## config.mk

```make
export PLATFORM = sky130hd
export DESIGN_NAME = cache_fill_fsm_flat
export DESIGN_NICKNAME = d
export VERILOG_FILES = /design/src/rtl/cache_pkg.sv /design/src/rtl/cache_fill_fsm_if.sv /design/src/rtl/cache_fill_fsm_fill_counter.sv /design/src/rtl/cache_fill_fsm.sv /design/src/flat_wrapper.sv
export SDC_FILE = /design/constraint.sdc
export NUM_CORES = 1
export LEC_CHECK = 0
export ABC_AREA = 0
export ABC_CLOCK_PERIOD_IN_PS = 2940
export BUFFER_PORTS_ARGS = -buffer_cell sky130_fd_sc_hd__buf_2
export CORE_ASPECT_RATIO = 0.6
export CORE_UTILIZATION = 35
export CTS_CLUSTER_SIZE = 8
export DETAILED_ROUTE_END_ITERATION = 12
export GPL_TIMING_DRIVEN = 1
export PLACE_DENSITY = 0.71
export SLEW_MARGIN = 20
export SYNTH_ARGS = -nofsm -noshare
export SYNTH_HDL_FRONTEND = slang
export SYNTH_SLANG_ARGS = --single-unit
```

## constraint.sdc

```tcl
create_clock -name clk -period 2.94 [get_ports clk]
set_input_delay 0.441 -clock clk [delete_from_list [all_inputs] [get_ports clk]]
set_output_delay 0.441 -clock clk [all_outputs]
set_load 0.02 [all_outputs]
```

## src/rtl/cache_pkg.sv

```systemverilog
// Shared types and constants for the cache miss-fill controller.
// Block geometry is fixed at 8 x 16-bit words, a 16-byte block.
package cache_pkg;

    typedef enum logic {
        FILL_IDLE   = 1'b0,
        FILL_ACTIVE = 1'b1
    } fill_state_e;

    localparam int WORDS_PER_BLOCK   = 8;
    localparam int BLOCK_OFFSET_BITS = 4;
    localparam int WORD_IDX_BITS     = 3;
    localparam int CNT_BITS          = WORD_IDX_BITS + 1;
    localparam int MEM_LATENCY       = 4;

    localparam logic [15:0] BLOCK_BASE_MASK = ~16'((1 << BLOCK_OFFSET_BITS) - 1);
    localparam logic [CNT_BITS-1:0] NUM_WORDS = CNT_BITS'(WORDS_PER_BLOCK);
    localparam logic [CNT_BITS-1:0] LAST_IDX  = CNT_BITS'(WORDS_PER_BLOCK - 1);

    // The word offset is OR-ed in, so the address can never carry into the tag bits.
    function automatic logic [15:0] word_addr(input logic [15:0] base,
                                              input logic [WORD_IDX_BITS-1:0] idx);
        return base | {{(16 - BLOCK_OFFSET_BITS){1'b0}}, idx, 1'b0};
    endfunction

endpackage

```

## src/rtl/cache_fill_fsm_if.sv

```systemverilog
// Handshake bundle between the fill controller (slave) and the cache/memory side (master).
interface cache_fill_fsm_if
    import cache_pkg::*;
();

    logic                     miss_detected;
    logic [15:0]              miss_address;
    logic [15:0]              memory_data;
    logic                     memory_data_valid;
    logic                     fsm_busy;
    logic                     mem_read_en;
    logic [15:0]              memory_address;
    logic                     write_data_array;
    logic [WORD_IDX_BITS-1:0] fill_word;
    logic [15:0]              fill_address;
    logic                     write_tag_array;

    modport master (
        output miss_detected, miss_address, memory_data, memory_data_valid,
        input  fsm_busy, mem_read_en, memory_address, write_data_array,
               fill_word, fill_address, write_tag_array
    );

    modport slave (
        input  miss_detected, miss_address, memory_data, memory_data_valid,
        output fsm_busy, mem_read_en, memory_address, write_data_array,
               fill_word, fill_address, write_tag_array
    );

endinterface

```

## src/rtl/cache_fill_fsm_fill_counter.sv

```systemverilog
// Small up-counter with synchronous clear and enable, used for request and return indices.
module fill_counter
    import cache_pkg::*;
(
    input  logic                clk,
    input  logic                rst,
    input  logic                clr,
    input  logic                en,
    output logic [CNT_BITS-1:0] count
);

    logic [CNT_BITS-1:0] count_q, count_d;

    always_comb begin
        count_d = count_q;
        if (clr) begin
            count_d = '0;
        end else if (en) begin
            count_d = count_q + 1'b1;
        end
    end

    always_ff @(posedge clk) begin
        if (rst) begin
            count_q <= '0;
        end else begin
            count_q <= count_d;
        end
    end

    assign count = count_q;

endmodule

```

## src/rtl/cache_fill_fsm.sv

```systemverilog
// Miss-fill controller: streams one block of words from pipelined memory into the cache
// data array, writes the tag with the last word and stalls the pipeline meanwhile.
module cache_fill_fsm
    import cache_pkg::*;
(
    input  logic            clk,
    input  logic            rst,
    cache_fill_fsm_if.slave bus
);

    fill_state_e         state_q, state_d;
    logic [15:0]         block_base_q, block_base_d;
    logic [CNT_BITS-1:0] req_cnt, rcv_cnt;
    logic                cnt_clr, req_en, rcv_en;

    logic                     busy;
    logic                     rd_en;
    logic [15:0]              rd_addr;
    logic                     wr_data;
    logic [WORD_IDX_BITS-1:0] wr_word;
    logic [15:0]              wr_addr;
    logic                     wr_tag;

    fill_counter u_req_cnt (
        .clk   (clk),
        .rst   (rst),
        .clr   (cnt_clr),
        .en    (req_en),
        .count (req_cnt)
    );

    fill_counter u_rcv_cnt (
        .clk   (clk),
        .rst   (rst),
        .clr   (cnt_clr),
        .en    (rcv_en),
        .count (rcv_cnt)
    );

    always_comb begin
        state_d      = state_q;
        block_base_d = block_base_q;
        cnt_clr      = 1'b0;
        req_en       = 1'b0;
        rcv_en       = 1'b0;
        busy         = 1'b0;
        rd_en        = 1'b0;
        rd_addr      = '0;
        wr_data      = 1'b0;
        wr_word      = '0;
        wr_addr      = '0;
        wr_tag       = 1'b0;

        case (state_q)
            FILL_IDLE: begin
                busy = bus.miss_detected;
                if (bus.miss_detected) begin
                    block_base_d = bus.miss_address & BLOCK_BASE_MASK;
                    cnt_clr      = 1'b1;
                    state_d      = FILL_ACTIVE;
                end
            end
            FILL_ACTIVE: begin
                busy = 1'b1;
                if (req_cnt < NUM_WORDS) begin
                    rd_en   = 1'b1;
                    rd_addr = word_addr(block_base_q, req_cnt[WORD_IDX_BITS-1:0]);
                    req_en  = 1'b1;
                end
                if (bus.memory_data_valid) begin
                    wr_data = 1'b1;
                    wr_word = rcv_cnt[WORD_IDX_BITS-1:0];
                    wr_addr = word_addr(block_base_q, rcv_cnt[WORD_IDX_BITS-1:0]);
                    rcv_en  = 1'b1;
                    if (rcv_cnt == LAST_IDX) begin
                        wr_tag  = 1'b1;
                        state_d = FILL_IDLE;
                    end
                end
            end
            default: state_d = FILL_IDLE;
        endcase

        // Nothing may reach the arrays or memory on a reset edge, even mid-fill.
        if (rst) begin
            busy    = 1'b0;
            rd_en   = 1'b0;
            rd_addr = '0;
            wr_data = 1'b0;
            wr_word = '0;
            wr_addr = '0;
            wr_tag  = 1'b0;
        end
    end

    always_ff @(posedge clk) begin
        if (rst) begin
            state_q      <= FILL_IDLE;
            block_base_q <= '0;
        end else begin
            state_q      <= state_d;
            block_base_q <= block_base_d;
        end
    end

    assign bus.fsm_busy         = busy;
    assign bus.mem_read_en      = rd_en;
    assign bus.memory_address   = rd_addr;
    assign bus.write_data_array = wr_data;
    assign bus.fill_word        = wr_word;
    assign bus.fill_address     = wr_addr;
    assign bus.write_tag_array  = wr_tag;

endmodule

```

## src/flat_wrapper.sv

```systemverilog
// flat-port wrapper written by rule: the top's interface ports become plain ports
module cache_fill_fsm_flat import cache_pkg::*;
  (clk, rst, bus_miss_detected, bus_miss_address, bus_memory_data, bus_memory_data_valid, bus_fsm_busy, bus_mem_read_en, bus_memory_address, bus_write_data_array, bus_fill_word, bus_fill_address, bus_write_tag_array);
  cache_fill_fsm_if bus_i ();
  input  logic clk;
  input  logic rst;
  input wire logic [$bits(bus_i.miss_detected)-1:0] bus_miss_detected;
  input wire logic [$bits(bus_i.miss_address)-1:0] bus_miss_address;
  input wire logic [$bits(bus_i.memory_data)-1:0] bus_memory_data;
  input wire logic [$bits(bus_i.memory_data_valid)-1:0] bus_memory_data_valid;
  output wire logic [$bits(bus_i.fsm_busy)-1:0] bus_fsm_busy;
  output wire logic [$bits(bus_i.mem_read_en)-1:0] bus_mem_read_en;
  output wire logic [$bits(bus_i.memory_address)-1:0] bus_memory_address;
  output wire logic [$bits(bus_i.write_data_array)-1:0] bus_write_data_array;
  output wire logic [$bits(bus_i.fill_word)-1:0] bus_fill_word;
  output wire logic [$bits(bus_i.fill_address)-1:0] bus_fill_address;
  output wire logic [$bits(bus_i.write_tag_array)-1:0] bus_write_tag_array;
  assign bus_i.miss_detected = bus_miss_detected;
  assign bus_i.miss_address = bus_miss_address;
  assign bus_i.memory_data = bus_memory_data;
  assign bus_i.memory_data_valid = bus_memory_data_valid;
  assign bus_fsm_busy = bus_i.fsm_busy;
  assign bus_mem_read_en = bus_i.mem_read_en;
  assign bus_memory_address = bus_i.memory_address;
  assign bus_write_data_array = bus_i.write_data_array;
  assign bus_fill_word = bus_i.fill_word;
  assign bus_fill_address = bus_i.fill_address;
  assign bus_write_tag_array = bus_i.write_tag_array;
  cache_fill_fsm u_core (.clk(clk), .rst(rst), .bus(bus_i));
endmodule
```

### Word level (Yosys, flattened, before mapping)

Cells that the tools add are included.

| storage, ports and cells | value |
|---|---|
| flip-flop bits (word level) | 21 |

| cells by class | value |
|---|---|
| $add $sub $neg | 2 |
| magnitude comparators | 1 |
| equal/unequal tests | 1 |
| multiplexer cells | 26 |
| bitwise gates (word level) | 3 |
| reduce and logical (&&, ||, !) cells | 2 |

Operator list:

| operator | count |
|---|---|
| $mux 16 | 6 |
| $or 16x4->16 | 2 |
| $mux 1 | 15 |
| $mux 3 | 3 |
| $add 4x1->4 const B | 2 |
| $eq 4x3->1 const B | 1 |
| $lt 4x4->1 const B | 1 |
| $pmux 1 s2 | 2 |
| $reduce_and 2->1 | 1 |
| $reduce_or 2->1 | 1 |
| $not 1->1 | 1 |

### Depth between registers and ports, before layout

Gate-level depths: netlist (run 1).

| depth | value |
|---|---|
| word-level depth | 5 |
| mapped depth | 6 |

### Modules after synthesis

Synthesis (run 1) repeated with hierarchy kept, for this count alone.

| unflattened totals | value |
|---|---|
| cell total of the unflattened synthesis | 137 |
| area, all modules | 1151.1 um2 |

By module, submodules not included:

| module | times used | cells an instance | area each (um2) | seq. area each (um2) |
|---|---|---|---|---|
| cache_fill_fsm | 1 | 103 | 795.8 | 260.2 |
| fill_counter | 2 | 17 | 177.7 | 80.1 |

### Worst setup path after synthesis (run 1)

No wires, ideal clock.

| path | value |
|---|---|
| path type | input port to output port |
| start | input rst |
| end | output bus_fill_word[2] |
| arrival | 1346 ps |
| required time | 2499 ps |
| path slack | 1153 ps |
| stages | 5 |
| path through | clkbuf_2 > nor2_4 > buf_4 > and2_1 > buf_4 |

| on the way | value |
|---|---|
| longest elaborated chain between the ends | 1 |

Ends and longest elaborated chain:

| what | RTL line | RTL |
|---|---|---|
| from (decl) | flat_wrapper.sv:6 | `input logic rst;` |
| $mux 3 | cache_fill_fsm.sv:85 | `if (rst) begin` |
| to (decl) | flat_wrapper.sv:15 | `output wire logic [$bits(bus_i.fill_word)-1:0] bus_fill_word;` |

Every way passes these cells.

### Worst setup path after layout (run 1)

| path | value |
|---|---|
| start | register u_core.state_q |
| end | output bus_memory_address[5] |

| on the way | value |
|---|---|
| longest elaborated chain between the ends | 2 |

Ends and longest elaborated chain:

| what | RTL line | RTL |
|---|---|---|
| from (decl) | cache_fill_fsm.sv:11 | `fill_state_e state_q, state_d;` |
| from (signal assigned) | cache_fill_fsm.sv:101 | `state_q <= state_d;` |
| $mux 16 | cache_fill_fsm.sv:54 | `case (state_q)` |
| $mux 16 | cache_fill_fsm.sv:85 |  |
| to (decl) | flat_wrapper.sv:13 | `output wire logic [$bits(bus_i.memory_address)-1:0] bus_memory_address;` |

Every way passes these cells.

==> qor.yml, run 1 <==
critical-path-max-stage-delay_ns: 0.55
cts.clk_slew.worst_paths_ns: 0.07
gr-total-overflow: 0
worst-path-max-fanout: 18
synthXorXnorAreaFrac_pct: 3.16
via_count_of_the_first_global_routing_pass: 786
clock_tree.buffer_depth: 2
crit_type: "flip-flop to primary output"
grt_max_degree: 19
core_footprint_um2: 2950
register_area_um2: 420
max-cap-violations: 0
antenna-diode-count: 0
drive_gt1_share_pct: 31.9
timing.reg2reg.worst_path_depth: 3
critical_path.endpoint_type: "primary output"
setup_violations: 0
async_reset_ff_share_pct: 0
synth.largest_area_cell: "dfxtp_1"
syn_inst: 139
worst_ir_drop_vdd_mv: 0.299
cpLargestDelayFamily: "simple AND/OR/NAND/NOR gates"
slew-limit-headroom_pct: 48.5
gp_routability_congestion: 0.737
grt_use_total_pct: 14.8
placement.io_buffers: 52
p_leak_uw: 0.000729
synthesis.yosys.warnings: 0
fp-row-count: 15
mostFrequentLayoutCell: "buf_2"
outcome: "complete, no violations"
synth_seq_cells: 21
cts_tree: "yes"
synth_sequential_area_ratio_pct: 37.9
slew_viol_final: 0
path_buf_inv: 1
number_of_filler_cells_placed_in_the_layout: 311
critical_path.startpoint: "u_core.state_q"
route.detailed.drc: 0
powerDensity_nw_per_um2: 416
wirelength_mm: 2.45
initial_antenna_violation_count: 0
cts_made_buffers: 3
fin_tns_setup_ns: 0
regToRegSetupSlack_ns: 1.31
area_of_the_mapped_netlist_um2: 1110
worstSkewPairLatency_ns: 0.26
yosys.area_share.adder_pct: 2.25
synth-compound-area-share_pct: 7.89
r2r-start: "u_core.state_q"
stages_on_worst_setup_path: 3
muxShareOfSynthArea_pct: 0.902
dp_hpwl_mm: 1.86
drt_pre_antenna_iters: 4
die_height_um: 45.6
synth_edf_count: 0
pin_count: 75
postPlaceCellArea_um2: 1320
nNetsFinal: 221
via_count_of_the_routed_design: 992
arrival_ns: 1.73
critical_path.reg2reg.endpoint: "u_core.u_rcv_cnt.count[1]"
final-hold-violation-count: 0
synth_ff_type: "dfxtp_1"
crit_path_start_kind: "flip-flop"
timing.clock.skew_ns: 0.000651
combinational_family_with_the_most_area_after_synthesis: "simple AND/OR/NAND/NOR gates"
synth-simple-area-share_pct: 37.9
post_cts_resized: 0
route.detailed.vias_per_inst: 4.43
min_path_type: "primary input to flip-flop"
cts.sinks: 21
drt_iter0_drc: 35
clock_tree.htree_level_count: 1
root_buffer: "clkbuf_8"
synth_top_cell_area_share_pct: 37.9
synthTopCellsByArea: "dfxtp_1, and2_1, nand2_1"
worstPathRequired_ns: 2.50
grt_pass1_wl_mm: 3.68
grt_setup_unrepaired: "false"
worstMarginPinSlew_ns: 0.771
most_frequent_cells_in_the_layout: "buf_2, nand2_1, dfxtp_1, and2_1, and3_1"
drt-wirelength-per-cell_um: 11.0
max_freq_ghz: 0.461
crit_slowest_cell: "dfxtp_1"
die_width_um: 74.7
multi_input_area_um2: 586
stdcell_area_um2: 1370
post_cts_setup_buffer_count: 0
initial_utilization_pct: 37.7
area.growth.synth_to_final_pct: 23.2
setup.worst_path.end: "bus_memory_address[5]"
fin_crit_ns: 2.17
hold_buffers: 0
chain_of_cells_forming_the_critical_path: "and2b_1 -> and3_1 -> buf_2"
syn_avg_cell_area_um2: 7.98
synth_cell_type_count: 30
die-area_um2: 3410
final.period_utilization_pct: 73.8
antenna_left: 0
## routing by layer
| layer | track usage (%) | routed length [µm] | vias to the layer above |
|---|---|---|---|
| li1 | - | - | 530 |
| met1 | 20.8 | 1250 | 430 |
| met2 | 21.1 | 1050 | 30 |
| met3 | 5.53 | 143 | 2 |
| met4 | 4.53 | 11 | 0 |
| met5 | 0 | 0 | - |
## through the flow
stage | worst slack [ns] | utilization [%] | hold slack, ns | std cells | power (µW)
6_report | 0.771 | 46.4 | 0.410 | 224 | 569
5_1_grt | 0.612 | 46.4 | 0.407 | 224 | 602
4_1_cts | 0.773 | 46.4 | 0.406 | 224 | 576
3_5_place_dp | 1.06 | 44.9 | 0.455 | 220 | 389
3_3_place_gp | 1.07 | 44.9 | 0.451 | 220 | 387
2_1_floorplan | 1.15 | - | 0.440 | 140 | 372
## final cells by class
cell class,count,share of cell area [%]
Multi-Input combinational cell,104,42.8
Sequential cell,21,30.7
Timing Repair Buffer,52,19.0
Tap cell,42,3.84
Clock buffer,4,3.29
Inverter,1,0.274
## report_power, final
group	total [µW]	internal, µW	switching [µW]
registers	307	297	10.5
logic	74.1	26.0	48.2
clock network	188	96.5	91.6
total	569	419	150
## worst reg2reg max path, delay by kind of cell, from the launching register on
| kind | cells | cell delay [ns] |
|---|---|---|
| flip-flops | 1 | 0.55 |
| AND/OR/NAND/NOR | 2 | 0.79 |
| AO/OA/AOI/OAI | 1 | 0.22 |
## kinds of logic (layout without fill, tap and decap cells)
group | count (synthesis) | after routing
simple gates | 79 | 79
buf+inv | 15 | 57
fa+ha+maj | 2 | 2
xor+xnor | 4 | 4
other cells | 1 | 2
mux | 1 | 1
compound gates | 16 | 16
flops | 21 | 21
## cells in the mapped netlist (2+ instances only)
cell	number
buf_4	7
buf_6	3
and2_1	17
a21oi_1	13
xor2_1	3
ha_1	2
clkbuf_1	2
nand2_1	28
dfxtp_1	21
nand3_1	2
nor2_1	8
and3_1	15
## how the worst min path moves through the flow
stage | startpoint | end | slack [ns] | cells past startpoint
after floorplan | u_core.block_base_q[10] | u_core.block_base_q[10] | 0.44 | 2
after CTS | bus_miss_address[4] | u_core.block_base_q[4] | 0.41 | 3
final | bus_miss_address[4] | u_core.block_base_q[4] | 0.41 | 3
after detailed placement | u_core.block_base_q[7] | u_core.block_base_q[7] | 0.45 | 2
after global placement | u_core.block_base_q[11] | u_core.block_base_q[11] | 0.45 | 2
after global routing | bus_miss_address[5] | u_core.block_base_q[5] | 0.41 | 3
## state kept, by name (all words and copies together) (netlist names)
name,count
u_core.u_req_cnt.count,4
u_core.state_q,1
u_core.u_rcv_cnt.count,4
u_core.block_base_q,12
Power figures use the tool's default switching activity.
==> inputs of run 2 (changes only) <==
--- a/config.mk
+++ b/config.mk
@@ -6,14 +6,14 @@
 export NUM_CORES = 1
 export LEC_CHECK = 0
 export ABC_AREA = 0
-export ABC_CLOCK_PERIOD_IN_PS = 2940
+export ABC_CLOCK_PERIOD_IN_PS = 1800
 export BUFFER_PORTS_ARGS = -buffer_cell sky130_fd_sc_hd__buf_2
 export CORE_ASPECT_RATIO = 0.6
 export CORE_UTILIZATION = 35
 export CTS_CLUSTER_SIZE = 8
 export DETAILED_ROUTE_END_ITERATION = 12
 export GPL_TIMING_DRIVEN = 1
-export PLACE_DENSITY = 0.71
+export PLACE_DENSITY = 0.74
 export SLEW_MARGIN = 20
 export SYNTH_ARGS = -nofsm -noshare
 export SYNTH_HDL_FRONTEND = slang
==> constraint.sdc (replaced) <==
create_clock -name clk -period 1.8 [get_ports clk]
set_input_delay 0.27 -clock clk [delete_from_list [all_inputs] [get_ports clk]]
set_output_delay 0.27 -clock clk [all_outputs]
set_load 0.02 [all_outputs]
==> qor.yml, run 2 (same netlist as run 1, synthesis figures left out) <==
finalHoldWorstSlack_ns: 0.233  # was 0.410 ns
gr-total-overflow: 0  # unchanged
grt_max_degree: 19  # unchanged
most_frequent_cells_in_the_layout: "buf_2, nand2_1, dfxtp_1, and2_1, and3_1"  # unchanged
worstMarginPinSlew_ns: 0.841  # was 0.771 ns
path_buf_inv: 2  # was 1
slew_viol_final: 0  # unchanged
globalRouteMet2Util_pct: 21.6  # was 21.1%
globalRoute.busiestLayer: "met2"  # unchanged
fin_tns_setup_ns: 0  # unchanged
clock_tree.htree_level_count: 1  # unchanged
antenna_left: 0  # unchanged
crit_type: "flip-flop to primary output"  # unchanged
via_count_of_the_first_global_routing_pass: 826  # was 786
critical_path.endpoint_type: "primary output"  # unchanged
cts_made_buffers: 3  # unchanged
powerDensity_nw_per_um2: 668  # was 416 nW/µm²
root_buffer: "clkbuf_8"  # unchanged
slew-limit-headroom_pct: 43.8  # was 48.5%
layout.core_utilization_pct: 48.0  # was 46.4%
drt_iter0_drc: 31  # was 35
arrival_ns: 1.42  # was 1.73 ns
timing.clock.skew_ns: 0.0104  # was 0.000651 ns
clock_tree.buffer_depth: 2  # unchanged
gp_routability_congestion: 0.763  # was 0.737
max_freq_ghz: 0.592
initial_antenna_violation_count: 0  # unchanged
fp-row-count: 15  # unchanged
route.detailed.vias_per_inst: 4.62  # was 4.43
area.growth.synth_to_final_pct: 27.4  # was 23.2%
worstPathRequired_ns: 1.53  # was 2.50 ns
min_path_type: "primary input to flip-flop"  # unchanged
die_height_um: 45.6  # unchanged
antenna-diode-count: 0  # unchanged
global_route.usage.met1_pct: 21.0  # was 20.8%
cpLargestDelayFamily: "simple AND/OR/NAND/NOR gates"  # unchanged
crit_slowest_cell: "dfxtp_2"  # was dfxtp_1
die_width_um: 74.7  # unchanged
final.period_utilization_pct: 93.9
cts.clk_slew.worst_paths_ns: 0.08  # was 0.07 ns
drive_gt1_share_pct: 35.8  # was 31.9%
initial_utilization_pct: 37.7  # unchanged
drt-wirelength-per-cell_um: 11.3  # was 11.0 µm
worst-path-max-fanout: 9  # was 18
worst_ir_drop_vdd_mv: 0.396  # was 0.299 mV
critical-path-max-stage-delay_ns: 0.40  # was 0.55 ns
setup_violations: 0  # unchanged
preCtsSetupSlack_ns: 0.218  # was 1.06 ns
placement.io_buffers: 52  # unchanged
use_met3_pct: 5.31  # was 5.53%
grt_use_total_pct: 15.0  # was 14.8%
dp_hpwl_mm: 1.91  # was 1.86 mm
drt_pre_antenna_iters: 4  # unchanged
fin_crit_ns: 1.69
grt_pass1_wl_mm: 3.75  # was 3.68 mm
pin_count: 75  # unchanged
grt_setup_unrepaired: "false"  # unchanged
finalWorstSetupSlack_ns: 0.110  # was 0.771 ns
regMostFlops: "u_core.block_base_q"  # unchanged
core_footprint_um2: 2950  # unchanged
crit_path_start_kind: "flip-flop"  # unchanged
route.detailed.drc: 0  # unchanged
largest_reg_flops: 12  # unchanged
chain_of_cells_forming_the_critical_path: "nand2_1 -> nor2_4 -> buf_4 -> and2_1 -> buf_2"  # was and2b_1 -> and3_1 -> buf_2
worstSkewPairLatency_ns: 0.26  # about the same
outcome: "complete, no violations"  # unchanged
final-hold-violation-count: 0  # unchanged
nNetsFinal: 226  # was 221
p_leak_uw: 0.000756  # was 0.000729 µW
wirelength_mm: 2.59  # was 2.45 mm
mostFrequentLayoutCell: "buf_2"  # unchanged
max-cap-violations: 0  # unchanged
via_count_of_the_routed_design: 1058  # was 992
cts_tree: "yes"  # unchanged
cts.sinks: 21  # unchanged
die-area_um2: 3410  # unchanged
[run 2: changes by cell type in the layout (fill, tap and decap cells not counted), sizes merged]
cell | before | now
buf | 52 | 57
clkbuf | 4 | 3
clkinv | 0 | 1
[run 2: what timing repair did]
| action | in CTS | in global routing |
|---|---|---|
| setup buffers | 2 | 0 |
| pin swaps | 1 | 0 |
| hold buffers | 0 | 0 |
| gates resized for setup | 1 | 2 |
| cloned | 0 | 0 |
| hold endpoints to repair | 0 | 0 |
| setup endpoints to repair | 22 | 32 |
[run 2: report_power, final]
part | leakage (µW) | switching, µW | internal, µW | total, µW
combinational | 0.000559 | 83.7 | 50.5 | 134
clock | 0.0000255 | 155 | 154 | 309
sequential | 0.000172 | 16.7 | 485 | 502
total | 0.000756 | 255 | 690 | 945
[run 2: worst paths after layout]
check,from,endpoint,slack [ns],cells after the start
worst min-delay path,bus_miss_address[8],u_core.block_base_q[8],0.23,3
worst max register to register,u_core.state_q,u_core.block_base_q[13],0.26,4
worst min register to register,u_core.block_base_q[14],u_core.block_base_q[14],0.47,2
worst max-delay path,u_core.state_q,bus_fill_address[13],0.11,5
[run 2: area by class of cell]
| class | instances | area, µm² |
|---|---|---|
| clock buffers | 3 | 41.3 |
| clock inverters | 1 | 5.00 |
| fillers | 324 | 1530 |
| inverters | 1 | 3.75 |
| multi-input cells | 104 | 592 |
| flip-flops and latches | 21 | 422 |
| well taps | 42 | 52.6 |
| repair buffers | 57 | 298 |
[run 2: metrics by stage]
stage	std cells	area, µm²	total power [µW]
6_report	229	1410	945
5_1_grt	229	1410	991
4_1_cts	229	1410	954
3_5_place_dp	223	1350	643
3_3_place_gp	223	1350	639
2_1_floorplan	140	1110	607
[run 2: worst min-delay path, cell delays in order]
cell and delay, ns:
buf_2 0.09, nand2_1 0.04, a21oi_1 0.05
[run 2: per-layer routing]
metal	wire length, µm	vias to the layer above
met5	0	-
met4	19	0
met3	151	2
met2	1160	39
met1	1260	476
li1	-	541
==> inputs of run 3 (changes only) <==
--- a/config.mk
+++ b/config.mk
@@ -13,7 +13,8 @@
 export CTS_CLUSTER_SIZE = 8
 export DETAILED_ROUTE_END_ITERATION = 12
 export GPL_TIMING_DRIVEN = 1
-export PLACE_DENSITY = 0.74
+export PLACE_DENSITY_LB_ADDON = 0.05
+export SETUP_SLACK_MARGIN = 0.1
 export SLEW_MARGIN = 20
 export SYNTH_ARGS = -nofsm -noshare
 export SYNTH_HDL_FRONTEND = slang
==> qor.yml, run 3 (same netlist as run 1, synthesis figures left out) <==
min_path_type: "primary input to flip-flop"  # unchanged
register_area_um2: 424  # was 422 µm²
critical_path.endpoint_type: "primary output"  # unchanged
cpLargestDelayFamily: "simple AND/OR/NAND/NOR gates"  # unchanged
path_buf_inv: 2  # unchanged
fin_total_pwr_uw: 946  # was 945 µW
hold_end: "u_core.block_base_q[5]"  # was u_core.block_base_q[8]
initial_antenna_violation_count: 0  # unchanged
regToRegSetupSlack_ns: 0.62  # was 0.26 ns
stages_on_worst_setup_path: 5  # unchanged
grt_pass1_wl_mm: 4.09  # was 3.75 mm
mostFrequentLayoutCell: "buf_2"  # unchanged
powerDensity_nw_per_um2: 655  # was 668 nW/µm²
preCtsSetupSlack_ns: 0.205  # was 0.218 ns
min-delay-start: "bus_miss_address[5]"  # was bus_miss_address[8]
dp_hpwl_mm: 1.93  # was 1.91 mm
die_width_um: 74.7  # unchanged
worstSkewPairLatency_ns: 0.26  # about the same
gr-total-overflow: 0  # unchanged
r2r-start: "u_core.state_q"  # unchanged
nNetsFinal: 229  # was 226
cts_made_buffers: 3  # unchanged
core_footprint_um2: 2950  # unchanged
regMostFlops: "u_core.block_base_q"  # unchanged
final.period_utilization_pct: 92.1  # was 93.9%
arrival_ns: 1.39  # was 1.42 ns
globalRouteMet2Util_pct: 24.9  # was 21.6%
worstPathRequired_ns: 1.53  # about the same
globalRoute.busiestLayer: "met2"  # unchanged
cts.sinks: 21  # unchanged
multi_input_area_um2: 598  # was 592 µm²
grt_setup_unrepaired: "true"  # was false
chain_of_cells_forming_the_critical_path: "buf_4 -> nand3_4 -> nor3b_4 -> and2_1 -> buf_2"  # was nand2_1 -> nor2_4 -> buf_4 -> and2_1 -> buf_2
drt-wirelength-per-cell_um: 11.5  # was 11.3 µm
cts_tree: "yes"  # unchanged
slew_viol_final: 0  # unchanged
most_frequent_cells_in_the_layout: "buf_2, nand2_1, dfxtp_1, and2_1, and3_1"  # unchanged
outcome: "complete, no violations"  # unchanged
wirelength_mm: 2.66  # was 2.59 mm
critical-path-max-stage-delay_ns: 0.39  # was 0.40 ns
crit_path_start_kind: "flip-flop"  # unchanged
fp-row-count: 15  # unchanged
largest_reg_flops: 12  # unchanged
finalWorstSetupSlack_ns: 0.143  # was 0.110 ns
p_leak_uw: 0.000769  # was 0.000756 µW
finalHoldWorstSlack_ns: 0.242  # was 0.233 ns
route.detailed.drc: 0  # unchanged
worst-path-max-fanout: 8  # was 9
initial_utilization_pct: 37.7  # unchanged
antenna-diode-count: 0  # unchanged
final-hold-violation-count: 0  # unchanged
grt_max_degree: 19  # unchanged
use_met3_pct: 5.09  # was 5.31%
max-cap-violations: 0  # unchanged
die_height_um: 45.6  # unchanged
clock_tree.htree_level_count: 1  # unchanged
die-area_um2: 3410  # unchanged
via_count_of_the_routed_design: 1055  # was 1058
number_of_filler_cells_placed_in_the_layout: 314  # was 324
cts.clk_slew.worst_paths_ns: 0.08  # about the same
worst_ir_drop_vdd_mv: 0.393  # was 0.396 mV
max_freq_ghz: 0.603  # was 0.592 GHz
crit_type: "flip-flop to primary output"  # unchanged
setup_violations: 0  # unchanged
area.growth.synth_to_final_pct: 30.1  # was 27.4%
pin_count: 75  # unchanged
via_count_of_the_first_global_routing_pass: 869  # was 826
route.detailed.vias_per_inst: 4.55  # was 4.62
drive_gt1_share_pct: 36.3  # was 35.8%
placement.io_buffers: 52  # unchanged
timing.reg2reg.worst_path_depth: 4  # unchanged
clock_tree.buffer_depth: 2  # unchanged
global_route.usage.met1_pct: 22.9  # was 21.0%
fin_crit_ns: 1.66  # was 1.69 ns
fin_tns_setup_ns: 0  # unchanged
drt_iter0_drc: 32  # was 31
antenna_left: 0  # unchanged
gp_routability_congestion: 0.752  # was 0.763
timing.clock.skew_ns: 0.00338  # was 0.0104 ns
crit_slowest_cell: "dfxtp_4"  # was dfxtp_2
grt_use_total_pct: 16.4  # was 15.0%
holdPathStages: 3  # unchanged
critical_path.reg2reg.endpoint: "u_core.u_rcv_cnt.count[3]"  # was u_core.block_base_q[13]
drt_pre_antenna_iters: 4  # unchanged
root_buffer: "clkbuf_8"  # unchanged
-- run 3: changes by cell type in the layout (fill, tap and decap cells not counted) --
cell	delta
clkbuf_1	+1
dfxtp_2	-1
nor3b_4	+1
dfxtp_4	+1
nor3b_2	-1
buf_4	+3
clkinv_2	-1
-- run 3: tightest hold or removal path: stages --
cell,delay (ns)
buf_2,0.10
nand2_1,0.04
a21oi_1,0.05
-- run 3: routing by layer --
layer | up-vias | wire length (µm)
met5 | - | 0
met4 | 0 | 0
met3 | 0 | 149
met2 | 31 | 1190
met1 | 475 | 1310
li1 | 549 | -
-- run 3: how the worst max path moves through the flow --
stage                    from                      to  slack [ns]
2_1_floorplan  u_core.state_q        bus_fill_word[2]        0.24
3_3_place_gp   u_core.state_q  bus_memory_address[15]        0.22
3_5_place_dp   u_core.state_q  bus_memory_address[10]        0.20
4_1_cts        u_core.state_q     bus_write_tag_array        0.11
5_1_grt        u_core.state_q     bus_fill_address[3]        0.06
6_report       u_core.state_q     bus_write_tag_array        0.14
-- run 3: per-stage QoR --
stage / area [µm²] / util, % / instances
after floorplan: 1110 / - / 140
after global placement: 1360 / 46.2 / 225
after detailed placement: 1360 / 46.2 / 225
after CTS: 1440 / 48.7 / 232
after global routing: 1440 / 49.0 / 232
final: 1440 / 49.0 / 232
-- run 3: area by class of cell --
cell class              count  area share, %
well taps                  42           3.64
flip-flops and latches     21           29.4
inverters                   1          0.260
clock buffers               4           3.12
multi-input cells         104           41.4
repair buffers             60           22.2
-- run 3: power by group --
| part | leakage (µW) | switching, µW | internal (µW) |
|---|---|---|---|
| combinational | 0.000574 | 84.5 | 54.8 |
| sequential | 0.000172 | 15.3 | 484 |
| clock | 0.0000228 | 150 | 158 |
-- run 3: timing repair --
item                                    CTS  global route
buffers inserted                          3             0
resized for setup                         3             2
pin swaps                                 1             1
hold buffers                              0             0
hold endpoints to repair                  0             0
endpoints found under the setup margin   36            28
